## src/rtl/stepper_pkg.sv

```systemverilog
// stepper_pkg: shared state encoding and default timing constants
// for the stepper step/direction generator.
package stepper_pkg;

  typedef enum logic [2:0] {
    IDLE,
    SETUP,
    RUN_AUTO,
    RUN_MOVE,
    RUN_N
  } state_t;

  localparam int DEF_MANUAL_PERIOD = 2000;
  localparam int DEF_DIR_SETUP     = 8;
  localparam int DEF_MIN_PERIOD    = 4;

endpackage

```

## src/rtl/stepper_step_gen_if.sv

```systemverilog
// stepper_step_gen_if: control inputs (master drives) and pin/status
// outputs (slave drives) of the stepper step generator.
interface stepper_step_gen_if #(
  parameter int CNT_W  = 16,
  parameter int STEP_W = 16
);
  logic              drv_en;
  logic              auto;
  logic              start;
  logic              start_n;
  logic              stop;
  logic              dir_in;
  logic [CNT_W-1:0]  period_auto;
  logic [STEP_W-1:0] n_steps;
  logic [CNT_W-1:0]  ramp_start;
  logic [CNT_W-1:0]  ramp_dec;
  logic              step;
  logic              dir;
  logic              busy;
  logic              done;
  logic [STEP_W-1:0] step_cnt;

  modport master (
    output drv_en, auto, start, start_n, stop, dir_in,
    output period_auto, n_steps, ramp_start, ramp_dec,
    input  step, dir, busy, done, step_cnt
  );

  modport slave (
    input  drv_en, auto, start, start_n, stop, dir_in,
    input  period_auto, n_steps, ramp_start, ramp_dec,
    output step, dir, busy, done, step_cnt
  );
endinterface

```

## src/rtl/step_period_engine.sv

```systemverilog
// step_period_engine: period counter, clamped period reload with linear
// ramp, step shaping; emits wrap (last cycle) and rise (first cycle).
module step_period_engine
  import stepper_pkg::*;
#(
  parameter int CNT_W         = 16,
  parameter int MANUAL_PERIOD = DEF_MANUAL_PERIOD,
  parameter int MIN_PERIOD    = DEF_MIN_PERIOD
) (
  input  logic             clk,
  input  logic             rst,
  input  logic             run,
  input  logic             auto_mode,
  input  logic             first_auto,
  input  logic             drv_en,
  input  logic [CNT_W-1:0] period_auto,
  input  logic [CNT_W-1:0] ramp_start,
  input  logic [CNT_W-1:0] ramp_dec,
  output logic             step,
  output logic             wrap,
  output logic             rise
);

  localparam logic [CNT_W-1:0] MINP = CNT_W'(MIN_PERIOD);
  localparam logic [CNT_W-1:0] MANP = CNT_W'(MANUAL_PERIOD);
  localparam logic [CNT_W-1:0] FLOOR = (MANP < MINP) ? MINP : MANP;

  logic [CNT_W-1:0] pc;
  logic [CNT_W-1:0] p;
  logic [CNT_W-1:0] hi;
  logic [CNT_W-1:0] first_p;
  logic [CNT_W-1:0] next_p;
  logic [CNT_W-1:0] ramp_p;
  logic             hold;

  function automatic logic [CNT_W-1:0] clamp(
    input logic [CNT_W-1:0] v
  );
    return (v < MINP) ? MINP : v;
  endfunction

  always_comb begin
    hold = auto_mode && !drv_en;
    hi = p >> 2;
    if (hi == '0) hi = CNT_W'(1);
    ramp_p = (ramp_start > FLOOR) ? ramp_start : FLOOR;
    first_p = first_auto ? clamp(period_auto) : ramp_p;
    // p never drops below FLOOR in MOVE modes, so p - FLOOR is safe
    if (auto_mode)
      next_p = clamp(period_auto);
    else if ((p - FLOOR) > ramp_dec)
      next_p = p - ramp_dec;
    else
      next_p = FLOOR;
    step = run && !hold && (pc < hi);
    wrap = run && !hold && (pc == p - CNT_W'(1));
    rise = step && (pc == '0);
  end

  // While idle/setup, p tracks the first period so RUN starts with it.
  always_ff @(posedge clk or posedge rst) begin
    if (rst) begin
      pc <= '0;
      p  <= FLOOR;
    end else if (!run) begin
      pc <= '0;
      p  <= first_p;
    end else if (hold) begin
      pc <= '0;
    end else if (wrap) begin
      pc <= '0;
      p  <= next_p;
    end else begin
      pc <= pc + CNT_W'(1);
    end
  end

endmodule

```

## src/rtl/stepper_step_gen.sv

```systemverilog
// stepper_step_gen: step/dir generator FSM (AUTO, MOVE, MOVE_N) with
// dir setup, ramp, graceful stop and busy/done; ports via bus.slave.
module stepper_step_gen
  import stepper_pkg::*;
#(
  parameter int CNT_W         = 16,
  parameter int STEP_W        = 16,
  parameter int MANUAL_PERIOD = DEF_MANUAL_PERIOD,
  parameter int DIR_SETUP     = DEF_DIR_SETUP,
  parameter int MIN_PERIOD    = DEF_MIN_PERIOD
) (
  input logic               clk,
  input logic               rst,
  stepper_step_gen_if.slave bus
);

  localparam int SW = $clog2(DIR_SETUP + 1);
  localparam logic [SW-1:0] S_LAST = SW'(DIR_SETUP - 1);

  state_t            state;
  state_t            tgt;
  logic              dir_q;
  logic              busy_q;
  logic              done_q;
  logic              stop_req;
  logic [STEP_W-1:0] cnt_q;
  logic [STEP_W-1:0] n_lat;
  logic [CNT_W-1:0]  rs_lat;
  logic [CNT_W-1:0]  rd_lat;
  logic [SW-1:0]     scnt;
  logic              run;
  logic              step_w;
  logic              wrap;
  logic              rise;
  logic              go;

  assign run = (state == RUN_AUTO) || (state == RUN_MOVE) ||
               (state == RUN_N);
  assign go = !bus.stop && (bus.auto || bus.start ||
              (bus.start_n && (bus.n_steps != '0)));

  step_period_engine #(
    .CNT_W         (CNT_W),
    .MANUAL_PERIOD (MANUAL_PERIOD),
    .MIN_PERIOD    (MIN_PERIOD)
  ) u_eng (
    .clk         (clk),
    .rst         (rst),
    .run         (run),
    .auto_mode   (state == RUN_AUTO),
    .first_auto  (tgt == RUN_AUTO),
    .drv_en      (bus.drv_en),
    .period_auto (bus.period_auto),
    .ramp_start  (rs_lat),
    .ramp_dec    (rd_lat),
    .step        (step_w),
    .wrap        (wrap),
    .rise        (rise)
  );

  always_ff @(posedge clk or posedge rst) begin
    if (rst) begin
      state    <= IDLE;
      tgt      <= IDLE;
      dir_q    <= 1'b0;
      busy_q   <= 1'b0;
      done_q   <= 1'b0;
      stop_req <= 1'b0;
      cnt_q    <= '0;
      n_lat    <= '0;
      rs_lat   <= '0;
      rd_lat   <= '0;
      scnt     <= '0;
    end else begin
      done_q <= 1'b0;
      unique case (state)
        IDLE: begin
          stop_req <= 1'b0;
          scnt     <= '0;
          if (go) begin
            state  <= SETUP;
            busy_q <= 1'b1;
            dir_q  <= bus.dir_in;
            n_lat  <= bus.n_steps;
            rs_lat <= bus.ramp_start;
            rd_lat <= bus.ramp_dec;
            cnt_q  <= '0;
            tgt    <= bus.auto  ? RUN_AUTO :
                      bus.start ? RUN_MOVE : RUN_N;
          end else if (!bus.stop && bus.start_n) begin
            done_q <= 1'b1;
          end
        end
        SETUP: begin
          if (bus.stop) begin
            state  <= IDLE;
            busy_q <= 1'b0;
          end else if (scnt == S_LAST) begin
            state <= tgt;
          end else begin
            scnt <= scnt + SW'(1);
          end
        end
        RUN_AUTO: begin
          // a gated driver has no pulse in flight, so exit at once
          if ((!bus.auto || bus.stop || stop_req) &&
              (wrap || !bus.drv_en)) begin
            state  <= IDLE;
            busy_q <= 1'b0;
          end else if (bus.stop) begin
            stop_req <= 1'b1;
          end
        end
        RUN_MOVE: begin
          if (wrap && (bus.stop || stop_req)) begin
            state  <= IDLE;
            busy_q <= 1'b0;
          end else if (bus.stop) begin
            stop_req <= 1'b1;
          end
        end
        RUN_N: begin
          if (rise) cnt_q <= cnt_q + STEP_W'(1);
          if (wrap && (bus.stop || stop_req)) begin
            state  <= IDLE;
            busy_q <= 1'b0;
          end else if (wrap && (cnt_q == n_lat)) begin
            state  <= IDLE;
            busy_q <= 1'b0;
            done_q <= 1'b1;
          end else if (bus.stop) begin
            stop_req <= 1'b1;
          end
        end
        default: begin
          state  <= IDLE;
          busy_q <= 1'b0;
        end
      endcase
    end
  end

  assign bus.step     = step_w;
  assign bus.dir      = dir_q;
  assign bus.busy     = busy_q;
  assign bus.done     = done_q;
  assign bus.step_cnt = cnt_q;

endmodule

```

## src/flat_wrapper.sv

```systemverilog
// flat-port wrapper written by rule: the top's interface ports become plain ports
module stepper_step_gen_flat import stepper_pkg::*;
#(
  parameter int CNT_W         = 16,
  parameter int STEP_W        = 16,
  parameter int MANUAL_PERIOD = DEF_MANUAL_PERIOD,
  parameter int DIR_SETUP     = DEF_DIR_SETUP,
  parameter int MIN_PERIOD    = DEF_MIN_PERIOD
)
  (clk, rst, bus_drv_en, bus_auto, bus_start, bus_start_n, bus_stop, bus_dir_in, bus_period_auto, bus_n_steps, bus_ramp_start, bus_ramp_dec, bus_step, bus_dir, bus_busy, bus_done, bus_step_cnt);
  stepper_step_gen_if #(.CNT_W(CNT_W), .STEP_W(STEP_W)) bus_i ();
  input logic clk;
  input logic rst;
  input wire logic [$bits(bus_i.drv_en)-1:0] bus_drv_en;
  input wire logic [$bits(bus_i.auto)-1:0] bus_auto;
  input wire logic [$bits(bus_i.start)-1:0] bus_start;
  input wire logic [$bits(bus_i.start_n)-1:0] bus_start_n;
  input wire logic [$bits(bus_i.stop)-1:0] bus_stop;
  input wire logic [$bits(bus_i.dir_in)-1:0] bus_dir_in;
  input wire logic [$bits(bus_i.period_auto)-1:0] bus_period_auto;
  input wire logic [$bits(bus_i.n_steps)-1:0] bus_n_steps;
  input wire logic [$bits(bus_i.ramp_start)-1:0] bus_ramp_start;
  input wire logic [$bits(bus_i.ramp_dec)-1:0] bus_ramp_dec;
  output wire logic [$bits(bus_i.step)-1:0] bus_step;
  output wire logic [$bits(bus_i.dir)-1:0] bus_dir;
  output wire logic [$bits(bus_i.busy)-1:0] bus_busy;
  output wire logic [$bits(bus_i.done)-1:0] bus_done;
  output wire logic [$bits(bus_i.step_cnt)-1:0] bus_step_cnt;
  assign bus_i.drv_en = bus_drv_en;
  assign bus_i.auto = bus_auto;
  assign bus_i.start = bus_start;
  assign bus_i.start_n = bus_start_n;
  assign bus_i.stop = bus_stop;
  assign bus_i.dir_in = bus_dir_in;
  assign bus_i.period_auto = bus_period_auto;
  assign bus_i.n_steps = bus_n_steps;
  assign bus_i.ramp_start = bus_ramp_start;
  assign bus_i.ramp_dec = bus_ramp_dec;
  assign bus_step = bus_i.step;
  assign bus_dir = bus_i.dir;
  assign bus_busy = bus_i.busy;
  assign bus_done = bus_i.done;
  assign bus_step_cnt = bus_i.step_cnt;
  stepper_step_gen #(.CNT_W(CNT_W), .STEP_W(STEP_W), .MANUAL_PERIOD(MANUAL_PERIOD), .DIR_SETUP(DIR_SETUP), .MIN_PERIOD(MIN_PERIOD)) u_core (.clk(clk), .rst(rst), .bus(bus_i));
endmodule
```

## config.mk

```make
export PLATFORM = sky130hd
export DESIGN_NAME = stepper_step_gen_flat
export DESIGN_NICKNAME = d
export VERILOG_FILES = /design/src/rtl/stepper_pkg.sv /design/src/rtl/stepper_step_gen_if.sv /design/src/rtl/step_period_engine.sv /design/src/rtl/stepper_step_gen.sv /design/src/flat_wrapper.sv
export SDC_FILE = /design/constraint.sdc
export NUM_CORES = 1
export LEC_CHECK = 0
export CAP_MARGIN = 20
export CORE_MARGIN = 8
export CORE_UTILIZATION = 52
export DETAILED_ROUTE_END_ITERATION = 8
export PLACE_DENSITY = 0.78
export SETUP_SLACK_MARGIN = 0.05
export SLEW_MARGIN = 5
export SYNTH_ARGS = -nofsm -noshare
export SYNTH_HDL_FRONTEND = slang
export SYNTH_SLANG_ARGS = --single-unit
```

## constraint.sdc

```tcl
create_clock -name clk -period 3.61 [get_ports clk]
set_clock_uncertainty 0.1 [all_clocks]
set_input_delay 0.722 -clock clk [delete_from_list [all_inputs] [get_ports clk]]
set_output_delay 0.722 -clock clk [all_outputs]
set_load 0.01 [all_outputs]
```

==> flow_summary.toml, run 1 <==
[detailed_routing]
routedWlPerCell_um = 17.1
drt_pass1_iterations = 5
ant_nets = 0
via_per_inst = 5.75
dr.first_iter.drc_count = 592
dr_total_vias = 6797
totalWireLength_um = 20200
route.detailed.drc = 0

[setup_path]
crit_path_start_kind = "flop"
critPathBufInv = 2
path_cells = "buf_4, or2_2, nand2_1, or4_4, xnor2_1, ha_1, a21o_1, a21oi_2, o221ai_2, a221oi_2, a211oi_2, buf_4, a221oi_4, nor2_1, mux2_4"
cp_top_family = "compound AO/OA/AOI/OAI gates"
path_max_fanout = 6
criticalPathCategory = "flop to flop"
cpMaxStageDelayCell = "dfstp_2"
cp_common_cell = "buf_4"
crit_required_ns = 3.77
worst_ep_arrival_time_ns = 3.76
cp-end-kind = "flop"
max_stage_delay_ns = 0.55

[clock_network]
cts_buffers = 9
cts_root_buf = "clkbuf_16"
cts_max_level = 3
cts.clk_slew.worst_paths_ns = 0.08
worstSkewPairLatency_ns = 0.37
cts_hold_buf = 0
cts.sinks = 110
cts.path.max_buffers = 2
cts_tree = "done"

[sta]
slew_headroom_pct = 36.1
hold_viol_final = 0
worst_pin_slew_ns = 0.956
period_share_pct = 99.7
grt_setup_unrepaired = "true"
timing.final.ws_setup_ns = 0.0105
setup_viol = 0
fin_crit_ns = 3.60
max_freq_mhz = 278
fin_setup_tns_ns = 0
slew_viol_final = 0

[synth]
syn_area_per_cell_um2 = 8.61
synth_edf_count = 0
syn_area_um2 = 7610
syn_nets = 1003
syn_inst = 884
ys_top_cells_by_count = "175 x nand2_1, 104 x dfrtp_1, 57 x nor2_1"
synth-main-ff-cell = "dfrtp_1"
yosys-top-cells-area = "dfrtp_1 34%, nand2_1 8.6%, ha_1 7.6%"
yosys.area.top_type_share_pct = 34.2
ys_seq_elements = 110
yosysSeqAreaShare_pct = 36.3
yosysTopAreaCell = "dfrtp_1"
ys_types = 73
asyncSetResetFlopFracSynth_pct = 100
synth-warning-count = 0
yosysMostFrequentCell = "nand2_1"

[flow_run]
cap_viol_max_count = 0

[status]
status = "finished clean"

[placement]
gp_congestion = 0.935
pre_cts_slack_ns = -0.106
port_buffers = 91
dp_hpwl_um = 15100

[die]
ioPinCount = 92
die_y_um = 137
initial_core_util_pct = 52.8
num_rows = 44
core_area_um2 = 14400
die_x_um = 137
dieArea_um2 = 18800

[cells_and_area]
diodes = 0
drive_gt1_share_pct = 12.9
syn_to_final_growth_pct = 22.9
nets = 1112
fillers = 1214

[pwr]
p_per_area_nw_per_um2 = 586
peakVddDrop_mv = 0.352
power.total_w = 0.00548
p_leak_nw = 4.31

[global_routing]
antenna_found_initial = 0
grt_max_degree = 77
grtUsageTotal_pct = 22.3
grt-ovfl-total = 0
grt_pass1_wl_um = 33500
grt_pass1_vias = 6817

[min_path]
hold_class = "flop to flop"
==> final cells by class <==
| class | instances | area [um^2] | share of cell area [%] |
|---|---|---|---|
| inverters | 54 | 206 | 2.21 |
| clock inverters | 7 | 82.6 | 0.883 |
| multi-input cells | 682 | 4580 | 49.0 |
| well taps | 184 | 230 | 2.46 |
| clock buffers | 9 | 225 | 2.41 |
| repair buffers | 136 | 1270 | 13.6 |
| flip-flops and latches | 110 | 2760 | 29.5 |
==> state kept, by name (all words and copies together) (netlist names) <==
name,cells
u_core.bus.busy,1
u_core.bus.dir,1
u_core.bus.done,1
u_core.bus.step_cnt,16
u_core.n_lat,16
u_core.rd_lat,16
u_core.rs_lat,16
u_core.scnt,4
u_core.state,3
u_core.stop_req,1
u_core.tgt,3
u_core.u_eng.p,16
u_core.u_eng.pc,16
==> worst reg2reg max path, delay by kind of cell, from the launching register on <==
family | cells | cell delay, ns
adders and majority gates | 1 | 0.19
DFF | 1 | 0.55
muxes | 1 | 0.27
buffers and inverters | 2 | 0.36
AOI/OAI and AO/OA | 6 | 1.02
xor gates and xnor gates | 1 | 0.16
and+or+nand+nor | 4 | 0.83
==> cells by family after synthesis <==
kind of cell	after synthesis	synth area share [%]
multiplexers	28	4.34
AO/OA/AOI/OAI	161	14.0
XOR/XNOR	71	8.17
flip-flops	110	36.3
AND/OR/NAND/NOR	375	23.8
buffers and inverters	92	5.62
adder cells (fa/ha/maj)	47	7.82
==> power by group <==
group	switching [W]	internal [W]	total, W
Sequential	0.000156	0.00146	0.00162
Combinational	0.00159	0.00126	0.00285
Clock	0.000525	0.000493	0.00102
==> final timing paths <==
check	start	to	slack, ns	depth (start not counted)
max in group asynchronous	rst	u_core.scnt[0]$_DFFE_PP0P_	1.97	3
max reg2reg	u_core.u_eng.p[4]$_DFFE_PP1P_	u_core.u_eng.p[3]$_DFFE_PP0P_	0.01	15
min in group asynchronous	rst	u_core.rs_lat[3]$_DFFE_PP0P_	0.66	2
min reg2reg	u_core.bus.dir$_DFFE_PP0P_	u_core.bus.dir$_DFFE_PP0P_	0.39	2
min	u_core.bus.dir$_DFFE_PP0P_	u_core.bus.dir$_DFFE_PP0P_	0.39	2
max	u_core.u_eng.p[4]$_DFFE_PP1P_	u_core.u_eng.p[3]$_DFFE_PP0P_	0.01	15
==> layout by cell type (no fill, tap or decap), types with 5 or more instances in the layout <==
cell / instances
o21ai_0: 45
dfstp_2: 6
a31oi_1: 10
and3_1: 13
clkdlybuf4s50_1: 90
a21o_1: 10
nand4_1: 24
nand2b_1: 6
mux2_4: 10
a21oi_1: 30
and4_1: 5
a22oi_1: 5
nand3_1: 29
ha_1: 45
inv_1: 51
nor3_1: 7
dfrtp_1: 104
or4_1: 8
mux2i_1: 12
nor2_1: 55
nor4_1: 18
buf_4: 43
clkbuf_16: 9
nand2_1: 174
xor2_1: 36
xnor2_1: 35
o31ai_1: 8
mux2_2: 5
==> per-stage QoR <==
stage	instance area (um^2)	hold slack, ns	utilization, %	std cells
final	9350	0.388	64.9	1182
after global routing	9350	0.418	64.9	1182
after CTS	9260	0.392	64.2	1181
after detailed placement	8880	0.367	61.6	1163
after global placement	8880	0.369	61.6	1163
after floorplan	7620	0.350	-	884
==> routing by layer <==
metal,global-route usage [%],up-vias,wire length (um)
li1,-,3327,-
met3,5.03,36,1210
met1,29.8,3219,9290
met2,35.0,215,9210
met4,7.54,0,467
met5,0,-,0
==> timing repair <==
action / CTS / global route
buffers inserted: 2 / 1
setup endpoints to repair: 8 / 16
pin swaps: 14 / 14
gates cloned: 0 / 0
resized for setup: 14 / 22
Power figures use the tool's default switching activity.
==> inputs of run 2 (changes only) <==
Settings changed: ABC_AREA set to 0, CORE_UTILIZATION 52 to 40, PLACE_DENSITY 0.78 to unset.
==> run 2 against run 1 <==
Net effect: sequential share of layout area shrank 0.14 points; combinational power down 2%; hold slack worse by 0.0075 ns; routed wire length up 2.7%; sequential power about the same; register-to-register slack better by 0.03 ns; core utilization fell by 15 points; non-clock buffer count up 1; via count down 2.7%; worst setup slack improved by 0.032 ns; sequential cell count unchanged; critical path type unchanged; largest cell class unchanged; highest routed layer unchanged.
==> flow_summary.toml, run 2 (synthesized netlist as in run 1, its figures left out) <==
[status]
status = "finished clean"

[pwr]
combPwrFrac_pct = 51.4
p_sw_share_pct = 40.7
p_switching_w = 0.00222
peakVddDrop_mv = 0.283
power_frac_seq_pct = 29.8
p_per_area_nw_per_um2 = 579
p_leak_nw = 4.33
p_clk_share_pct = 18.8
internal_power_w = 0.00322

[setup_path]
cp_top_family = "compound AO/OA/AOI/OAI gates"
path_cells = "inv_2, ha_4, or3_4, nor3_4, buf_4, nor4_1, xnor2_1, ha_1, nand4_1, o221ai_2, a221oi_2, buf_4, a211o_1, o221ai_1, o21ai_0, mux2_4"
critPathBufInv = 3
crit_required_ns = 3.80
rrSetupSlack_ns = 0.04
cp-end-kind = "flop"
crit_path_start_kind = "flop"
path_max_fanout = 5
worst_ep_arrival_time_ns = 3.75
cpMaxStageDelayCell = "dfstp_2"
max_stage_delay_ns = 0.55
cp_common_cell = "buf_4"
criticalPathCategory = "flop to flop"

[sta]
period_share_pct = 98.8
slew_viol_final = 0
fin_setup_tns_ns = 0
slew_headroom_pct = 35.4
fin_crit_ns = 3.57
worst_pin_slew_ns = 0.967
hold_viol_final = 0
grt_setup_unrepaired = "true"
setup_viol = 0
max_freq_mhz = 280

[global_routing]
grt_max_degree = 49
grt_pass1_vias = 6750
antenna_found_initial = 0
grtUsageTotal_pct = 18.0
grt-ovfl-total = 0
grt_pass1_wl_um = 35100

[detailed_routing]
drt_pass1_iterations = 4
via_per_inst = 5.36
top_layer_used = "met4"
route.detailed.drc = 0
dr_wl_met2_um = 9180
ant_nets = 0
totalWireLength_um = 20700
met1_length_um = 10400
dr_wl_met3_um = 716
routedWlPerCell_um = 16.8
dr_total_vias = 6611
dr.first_iter.drc_count = 330

[die]
initial_core_util_pct = 40.7
dieArea_um2 = 23700
die_x_um = 154
num_rows = 50
ioPinCount = 92
core_area_um2 = 18700
die_y_um = 154

[cells_and_area]
ff_latch_area_um2 = 2760
fin_area_um2 = 9400
mostFrequentLayoutCells = "175 x nand2_1, 104 x dfrtp_1, 90 x clkdlybuf4s50_1"
multi_input_area_um2 = 4530
layout_commonest_cell = "nand2_1"
postLayoutCoreUtil_pct = 50.2
drive_gt1_share_pct = 12.1
nets = 1113
syn_to_final_growth_pct = 23.5
fillers = 1800
diodes = 0

[clock_network]
cts_hold_buf = 0
cts_tree = "done"
cts_max_level = 3
cts.path.max_buffers = 2
cts.clk_slew.worst_paths_ns = 0.08
cts.sinks = 110
cts_buffers = 9
worstSkewPairLatency_ns = 0.37
cts_root_buf = "clkbuf_16"

[min_path]
hold_class = "flop to flop"

[flow_run]
cap_viol_max_count = 0

[placement]
gp_congestion = 0.860
dp_hpwl_um = 16000
port_buffers = 91
place_area_um2 = 8990
[run 2: cell count changes in the layout (fill, tap and decap cells not counted), moves of 2 or more]
cell | before | now
buf_12 | 2 | 4
buf_4 | 43 | 40
buf_6 | 0 | 2
clkinv_8 | 3 | 1
o21ai_2 | 3 | 1
o221ai_1 | 4 | 7
o21ai_1 | 1 | 3
o221ai_2 | 4 | 1
inv_8 | 0 | 2
[run 2: power groups by stage]
stage                     Sequential (W)  Clock (W)  Combinational [W]
final                            0.00162    0.00102            0.00280
after global routing             0.00165    0.00110            0.00312
after CTS                        0.00161    0.00104            0.00273
after detailed placement         0.00164          0            0.00266
after global placement           0.00163          0            0.00264
after floorplan                  0.00162          0            0.00189
[run 2: final cells by class]
cell class,count,share of cell area [%]
Clock inverter,7,0.786
Timing Repair Buffer,137,13.9
Multi-Input combinational cell,682,48.2
Inverter,54,2.20
Clock buffer,9,2.40
Tap cell,234,3.12
Sequential cell,110,29.4
[run 2: worst paths after layout]
kind | startpoint | end | cells past startpoint
setup / recovery | u_core.u_eng.p[4]$_DFFE_PP1P_ | u_core.u_eng.p[6]$_DFFE_PP1P_ | 16
hold / removal | u_core.bus.dir$_DFFE_PP0P_ | u_core.bus.dir$_DFFE_PP0P_ | 2
setup reg to reg | u_core.u_eng.p[4]$_DFFE_PP1P_ | u_core.u_eng.p[6]$_DFFE_PP1P_ | 16
hold reg to reg | u_core.bus.dir$_DFFE_PP0P_ | u_core.bus.dir$_DFFE_PP0P_ | 2
max in group asynchronous | rst | u_core.u_eng.p[7]$_DFFE_PP1P_ | 3
min in group asynchronous | rst | u_core.rs_lat[1]$_DFFE_PP0P_ | 2
[run 2: stage by stage]
stage	total power, W	setup WS (ns)	hold slack [ns]	std cells
after floorplan	0.00352	0.0939	0.350	884
after global placement	0.00427	-0.0410	0.357	1215
after detailed placement	0.00430	-0.0698	0.363	1215
after CTS	0.00539	0.0325	0.382	1232
after global routing	0.00588	-0.0683	0.427	1233
final	0.00544	0.0425	0.380	1233
[run 2: what timing repair did]
action	CTS	global route
resized for setup	13	15
buffers inserted	1	1
pin swaps	4	9
setup endpoints to repair	8	15
[run 2: per-layer routing]
layer | GRT usage (%) | vias up
met4 | 6.35 | 0
met5 | 0 | -
met3 | 2.72 | 25
li1 | - | 3338
met2 | 27.8 | 130
met1 | 25.2 | 3118
[run 2: worst register-to-register path, cell delays in order, from the launching register on]
cell and delay (ns):
dfstp_2 0.55, inv_2 0.05, ha_4 0.15, or3_4 0.34, nor3_4 0.15, buf_4 0.13, nor4_1 0.04, xnor2_1 0.14
ha_1 0.31, nand4_1 0.15, o221ai_2 0.17, a221oi_2 0.10, buf_4 0.15, a211o_1 0.34, o221ai_1 0.19, o21ai_0 0.15
mux2_4 0.28
